`config.mk`:
```
export PLATFORM = sky130hd
export DESIGN_NAME = debounce_scheduler
export DESIGN_NICKNAME = d
export VERILOG_FILES = /design/src/rtl/debounce_scheduler.sv
export SDC_FILE = /design/constraint.sdc
export NUM_CORES = 1
export LEC_CHECK = 0
export CELL_PAD_IN_SITES_DETAIL_PLACEMENT = 1
export CELL_PAD_IN_SITES_GLOBAL_PLACEMENT = 2
export CORE_MARGIN = 4
export CORE_UTILIZATION = 37
export CTS_CLUSTER_SIZE = 30
export DETAILED_ROUTE_END_ITERATION = 12
export GPL_ROUTABILITY_DRIVEN = 1
export PLACE_DENSITY = 0.76
export SLEW_MARGIN = 20
export SYNTH_ARGS = -nofsm -noshare
export SYNTH_HDL_FRONTEND = slang
export SYNTH_SLANG_ARGS = --single-unit
```
`constraint.sdc`:
```
create_clock -name Clk -period 3.5 [get_ports Clk]
set_input_delay 0.875 -clock Clk [delete_from_list [all_inputs] [get_ports Clk]]
set_output_delay 0.875 -clock Clk [all_outputs]
set_load 0.01 [all_outputs]
```
`src/rtl/debounce_scheduler.sv`:
```
// debounce_scheduler
//   Debounces CHANNELS asynchronous pins with one shared prescaler and one
//   sequential scan engine. Each debounced press/release is queued in a
//   per-channel pending slot and drained round-robin onto one valid/ready port.
//
// Ports
//   Clk, Rst_n     clock, asynchronous active-low reset
//   Inputs         raw asynchronous pins
//   Enable         low freezes the sample timebase
//   States         debounced level per channel
//   EventValid     event presented
//   EventReady     consumer accepts the presented event
//   EventChannel   channel of the presented event
//   EventPress     1 = press (rising), 0 = release (falling)
//   Overflow       sticky: a pending, unsent event was overwritten
//   OverflowClear  synchronous clear of Overflow
module debounce_scheduler #(
  parameter int unsigned CHANNELS     = 8,
  parameter int unsigned TICK_DIV     = 1000,
  parameter int unsigned STABLE_TICKS = 16
) (
  input  logic                        Clk,
  input  logic                        Rst_n,
  input  logic [CHANNELS-1:0]         Inputs,
  input  logic                        Enable,
  output logic [CHANNELS-1:0]         States,
  output logic                        EventValid,
  input  logic                        EventReady,
  output logic [$clog2(CHANNELS)-1:0] EventChannel,
  output logic                        EventPress,
  output logic                        Overflow,
  input  logic                        OverflowClear
);

  localparam int unsigned IW = $clog2(CHANNELS);
  localparam int unsigned PW = $clog2(TICK_DIV);

  localparam logic [PW-1:0] PRE_LAST = PW'(TICK_DIV - 1);
  localparam logic [IW-1:0] IDX_LAST = IW'(CHANNELS - 1);
  localparam logic [7:0]    CNT_LAST = 8'(STABLE_TICKS - 1);

  typedef enum logic {IDLE, SCAN} state_t;

  logic [CHANNELS-1:0] sync1;
  logic [CHANNELS-1:0] sync2;
  logic [PW-1:0]       pre_cnt;
  logic                tick;
  state_t              state;
  logic [IW-1:0]       scan_idx;
  logic [7:0]          cnt_q [CHANNELS];
  logic [CHANNELS-1:0] pend;
  logic [CHANNELS-1:0] pol;
  logic [IW-1:0]       rr_ptr;

  // Shared evaluation unit, looking at the channel under the scan index
  logic       cur_sync;
  logic       cur_state;
  logic [7:0] cur_cnt;
  logic       mismatch;
  logic       post;

  // Round-robin selection among pending slots
  logic          grant_ok;
  logic [IW-1:0] grant;
  logic [IW-1:0] rr_next;
  logic          load;
  logic          ovf_set;

  assign tick = Enable && (pre_cnt == PRE_LAST);

  always_comb begin
    cur_sync  = sync2[scan_idx];
    cur_state = States[scan_idx];
    cur_cnt   = cnt_q[scan_idx];
    mismatch  = (state == SCAN) && (cur_sync != cur_state);
    post      = mismatch && (cur_cnt == CNT_LAST);
  end

  // Search starts at rr_ptr (channel after the last grant) and wraps.
  always_comb begin
    int unsigned c;
    c        = 0;
    grant_ok = 1'b0;
    grant    = '0;
    for (int unsigned k = 0; k < CHANNELS; k++) begin
      c = 32'(rr_ptr) + k;
      if (c >= CHANNELS) c = c - CHANNELS;
      if (!grant_ok && pend[IW'(c)]) begin
        grant_ok = 1'b1;
        grant    = IW'(c);
      end
    end
  end

  always_comb begin
    rr_next = (grant == IDX_LAST) ? '0 : grant + IW'(1);
    load    = grant_ok && (!EventValid || EventReady);
    // A post onto a slot that is being loaded this same cycle is not an overwrite:
    // the old event leaves via the output register, the new one stays pending.
    ovf_set = post && pend[scan_idx] && !(load && (grant == scan_idx));
  end

  always_ff @(posedge Clk or negedge Rst_n) begin
    if (!Rst_n) begin
      sync1        <= '0;
      sync2        <= '0;
      pre_cnt      <= '0;
      state        <= IDLE;
      scan_idx     <= '0;
      for (int unsigned i = 0; i < CHANNELS; i++) cnt_q[i] <= '0;
      pend         <= '0;
      pol          <= '0;
      rr_ptr       <= '0;
      States       <= '0;
      EventValid   <= 1'b0;
      EventChannel <= '0;
      EventPress   <= 1'b0;
      Overflow     <= 1'b0;
    end else begin
      sync1 <= Inputs;
      sync2 <= sync1;

      if (!Enable || (pre_cnt == PRE_LAST)) pre_cnt <= '0;
      else                                  pre_cnt <= pre_cnt + PW'(1);

      case (state)
        IDLE: begin
          if (tick) begin
            state    <= SCAN;
            scan_idx <= '0;
          end
        end
        SCAN: begin
          if (scan_idx == IDX_LAST) state <= IDLE;
          else                      scan_idx <= scan_idx + IW'(1);
          if (!mismatch) begin
            cnt_q[scan_idx] <= '0;
          end else if (post) begin
            cnt_q[scan_idx]  <= '0;
            States[scan_idx] <= ~cur_state;
          end else begin
            cnt_q[scan_idx] <= cur_cnt + 8'd1;
          end
        end
        default: state <= IDLE;
      endcase

      if (load) begin
        pend[grant]  <= 1'b0;
        EventValid   <= 1'b1;
        EventChannel <= grant;
        EventPress   <= pol[grant];
        rr_ptr       <= rr_next;
      end else if (EventReady) begin
        EventValid <= 1'b0;
      end

      // Placed after the load so a same-slot post keeps the slot pending.
      if (post) begin
        pend[scan_idx] <= 1'b1;
        pol[scan_idx]  <= ~cur_state;
      end

      if (ovf_set)            Overflow <= 1'b1;
      else if (OverflowClear) Overflow <= 1'b0;
    end
  end

endmodule

```
# Word level (Yosys, flattened, before mapping)

Index checks and enable logic that the tools add are counted.

Bits in registers: 127
Input port bits: 13

Add/subtract/negate cells: 19
Magnitude comparators: 22
Equal/unequal tests: 8
Mux-type cells: 76
Bitwise gates (word level): 8
Reductions and logical operators: 33

Operator list:

| operator                                                                     | number |
|---|---|
| 64-bit two-way mux                                                           | 2 |
| 64-bit bitwise AND                                                           | 1 |
| 64-bit bitwise mux                                                           | 1 |
| 64-bit inverter                                                              | 1 |
| 3-bit two-way mux                                                            | 19 |
| 3-bit by 4-bit less-than comparator with 1-bit output, second input constant | 10 |
| 8-bit two-way mux                                                            | 5 |
| 1-bit binary-select mux with 3-bit select                                    | 12 |
| 4-bit >= comparator, second input constant                                   | 8 |
| 1-bit two-way mux                                                            | 28 |
| 8-bit binary-select mux with 3-bit select                                    | 1 |
| 8-bit demux with 3-bit select                                                | 1 |
| 3-bit by 1-bit subtractor with 3-bit output, second input constant           | 8 |
| 1-bit logical AND                                                            | 17 |
| 3-bit by 3-bit adder with 4-bit output, second input constant                | 4 |
| 8-bit bitwise mux                                                            | 2 |
| 10-bit by 1-bit adder with 10-bit output, second input constant              | 1 |
| 10-bit == test, second input constant                                        | 1 |
| 1-bit logical NOT                                                            | 10 |
| 10-bit two-way mux                                                           | 1 |
| 3-bit by 2-bit adder with 4-bit output, second input constant                | 2 |
| 8-bit by 1-bit adder with 8-bit output, second input constant                | 1 |
| 8-bit bitwise AND                                                            | 1 |
| 8-bit by 4-bit == test with 1-bit output, second input constant              | 1 |
| other kinds (20)                                                             | 28 |

# Longest topological paths before layout

Depth in word-level cells: 35
Gate-level depth with buffers: 17
Depth with buffers taken out: 14

# Worst setup path before layout

No wires, ideal clock.

Kind: register -> register
From: register rr_ptr[1]
To: register EventPress
Arrival time: 3,297 ps
Required time: 3,380 ps
Path slack: 84 ps
Cell stages (with the launch flop): 16
Path buffers: 4
Path through: dfrtp_1 -> buf_6 -> inv_1 -> ha_1 -> buf_2 -> buf_4 -> mux2_2 -> mux4_2 -> nand2_1 -> nand2_1 -> a31oi_1 -> a31o_1 -> buf_6 -> o211ai_1 -> a41o_1 -> a31o_1

Cells in the longest elaborated chain, start to end: 28
Elaborated cells on any way between the ends: 80
Classes of those cells: 15 x add/sub; 8 x order compare; 42 x mux; 15 x reduce/logical

RTL lines:

| element                                                                         | RTL line | RTL |
|---|---|---|
| start, declared                                                                 | 53       | `logic [IW-1:0] rr_ptr;` |
| start signal, assigned                                                          | 153      | `rr_ptr <= rr_next;` |
| branches (longest 28 deep; another with 3-bit by 1-bit adder with 4-bit output) | -        |  |
| end signal, assigned                                                            | 152      | `EventPress <= pol[grant];` |
| end, declared                                                                   | 30       | `output logic EventPress,` |

Several ways; the timed one is not identified. The select of a mux whose other input is x is not followed.
A chain may end at the register's enable or synchronous reset.

# Worst setup path after layout

From: register rr_ptr[1]
To: register rr_ptr[2]

Cells in the longest elaborated chain, start to end: 28
Elaborated cells on any way between the ends: 81
Classes of those cells: 16 x add/sub; 8 x order compare; 1 x eq/ne; 41 x mux; 15 x reduce/logical

RTL lines:

| element |
|---|
| branches (longest 28 deep; another with 3-bit by 1-bit adder with 4-bit output) |

Several ways; the timed one is not identified. The select of a mux whose other input is x is not followed.

==> metrics <==
die width 143 um; P_leak 3.50 nW; wire per inst 20.0 um; post-synth top area cell dfrtp_1; # rows 49; IO buf count 26; Syn Nets 668; antenna violations before repair 0; synth top area cells dfrtp_1 (47%), mux4_2 (7.4%), nand2_1 (6.6%); Worst Path Buf+Inv 3; Worst Setup Start Kind flip-flop; clk slew on worst S/H paths 60 ps; IO Pins 27; xor/xnor share of the synthesized area 2.86%; first-pass GRT wire length 30500 um; cell count after synthesis 648; synth unique cells 67; simple-gate share of the synthesized area 15.8%; Seq cells post-synth 127; Max VDD drop 423 uV; Main synth FF type dfrtp_1; worst path required time 3790 ps; Slew @ Worst Pin 869 ps; Critical Path AT 3560 ps; Final Hold Viols 0; FILL cells 1969; FFs w/ async S/R, synth 100%; PD cells 883 mW/mm^2; Area growth, synth to finish 19.4%; most frequent cells in the layout dfrtp_1 (125), nand2_1 (119), o21ai_0 (78); post-synthesis sequential area ratio 47.2%; crit path kind flip-flop to flip-flop; CP Capture Point rr_ptr[2]; r2r worst-path depth 14; reg-to-reg startpoint rr_ptr[1]; Final ANT Viol Nets 0; commonest non-fill, non-tap cell in the layout dfrtp_1; HP Class flip-flop to flip-flop; Worst Clk Skew 8.37 ps; die height 143 um; CTS tree done; routed vias 5102; post-route cell area 0.00804 mm^2; Post-Syn Area 0.00674 mm^2; fraction of layout cells with a size suffix above 1 21.7%; crit-path leading delay family multiplexers; Mapped Avg Cell Area 10.4 um^2; fraction of the mapped netlist area in adder cells 1.30%; total CTS buffers 17; Final min period 3280 ps; worst-path cell chain inv_1 -> ha_1 -> buf_12 -> mux2i_1 -> mux4_2 -> nand2_4 -> nor3_4 -> a32oi_1 -> nand3_1 -> mux2i_4 -> inv_1 -> ha_1 -> xnor2_1 -> o21ai_0; Hold WS 350 ps; WL final 18800 um; DR DRC count 0; worst skew pair latency 420 ps; r2r endpoint rr_ptr[2]; CP max stage delay 600 ps; HPWL Detailed 13700 um; Post-synth EDFFs 0; Nets 717; Global Route Usage Sum 19.5%; yosys warns 0; Max-cap violations 0; R2R Setup Slk 220 ps; CORE AREA 0.0180 mm^2; CTS root buffer clkbuf_16; Initial Util 37.5%; H-tree levels 4; status complete, no violations; final antenna diode count 0; maximum number of pins on one net before global-route repair 52; Slew Limit Fails 0; unrepaired setup endpoints after global routing false; Die Area 0.0204 mm^2; routability cong. 0.875; Final Util 44.8%; crit share post-route 93.6%; CTS max path bufs 2; CP max stage cell mux4_2; dpl cell area 0.00742 mm^2; compound-gate portion of the synthesized area 11.8%; post-synth top area share 47.2%; WP depth 14; drt initial violations 200; Critical path origin rr_ptr[1]; Hold Crit Start sync1[0]; TritonCTS Sinks 127; final setup vio count 0; vias in the first global route 5417; Remaining Overflow, GRT 0; crit-path max FO 19; mux cell area share after synthesis 17.4%; Setup TNS 0 ps; Worst setup EP type flip-flop; Avg Vias per Cell 5.43; Max-slew headroom 41.9%; largest family of logic cells by synthesized area multiplexers; drt pass-1 iters 6; Max Fclk 0.305 GHz
what timing repair did:
action / CTS / global route
gates resized for setup: 0 / 10
hold buffers: 0 / 0
setup endpoints to repair: 0 / 16
buffers inserted: 0 / 1
cells by family after synthesis:
kind of cell             Yosys count
AO/OA/AOI/OAI                    131
XOR/XNOR                          22
adder cells (fa/ha/maj)            7
buffers and inverters             50
flip-flops                       127
multiplexers                      80
AND/OR/NAND/NOR                  231
worst reg2reg max path, cell delays in order (launching register included):
cell,delay (ps)
dfrtp_1,370
inv_1,60
ha_1,310
buf_12,180
mux2i_1,140
mux4_2,600
nand2_4,160
nor3_4,80
a32oi_1,260
nand3_1,150
mux2i_4,190
inv_1,140
ha_1,230
xnor2_1,170
o21ai_0,100
worst min path at each step:
stage,end,slack (ps),cells past startpoint
finish,sync2[0],350,0
detailed placement,sync2[6],340,0
CTS,sync2[0],350,0
floorplan,sync2[0],330,0
global route,sync2[1],360,0
global placement,sync2[2],340,0
report_power, final:
part | internal (mW) | switching [mW]
clock | 0.996 | 0.710
combinational | 1.49 | 2.05
sequential | 1.64 | 0.215
flip-flops by register name, summed over array words and instances (netlist names):
signal        cells
cnt_q            64
pre_cnt          10
States            8
pend              8
pol               8
sync1             8
sync2             8
EventChannel      3
rr_ptr            3
scan_idx          3
EventPress        1
EventValid        1
Overflow          1
state             1
per-stage QoR:
| stage | std cells | worst slack [ps] | total power, mW |
|---|---|---|---|
| after detailed placement | 906 | 104 | 5.32 |
| after global placement | 906 | 88.8 | 5.26 |
| final | 939 | 225 | 7.10 |
| after global routing | 939 | 17.0 | 7.58 |
| after floorplan | 648 | 83.7 | 4.30 |
| after CTS | 938 | 91.9 | 7.08 |
per-layer routing:
metal,global-route usage (%),up-vias,routed length (um)
met4,7.05,0,466
met1,25.5,2583,8440
li1,-,2408,-
met2,32.6,78,9410
met3,3.58,33,448
met5,0,-,0
layout make-up:
class,count,area (um^2),area share [%]
Sequential cell,127,3180,39.5
Multi-Input combinational cell,471,3350,41.6
Clock buffer,17,425,5.29
Tap cell,229,287,3.56
Inverter,13,48.8,0.607
Timing Repair Buffer,67,603,7.50
Clock inverter,15,150,1.87
Yosys cell counts (all sizes together) (7+ instances only):
| cell type | instances |
|---|---|
| dfrtp | 127 |
| nor3 | 15 |
| xnor2 | 12 |
| buf | 23 |
| clkbuf | 14 |
| nand3 | 21 |
| mux2 | 35 |
| inv | 12 |
| nand2b | 7 |
| nand2 | 121 |
| nor2 | 31 |
| ha | 7 |
| mux2i | 22 |
| mux4 | 23 |
| xor2 | 10 |
| nand3b | 7 |
| o21ai | 80 |
Note: power is estimated with default switching activity, not from simulation.
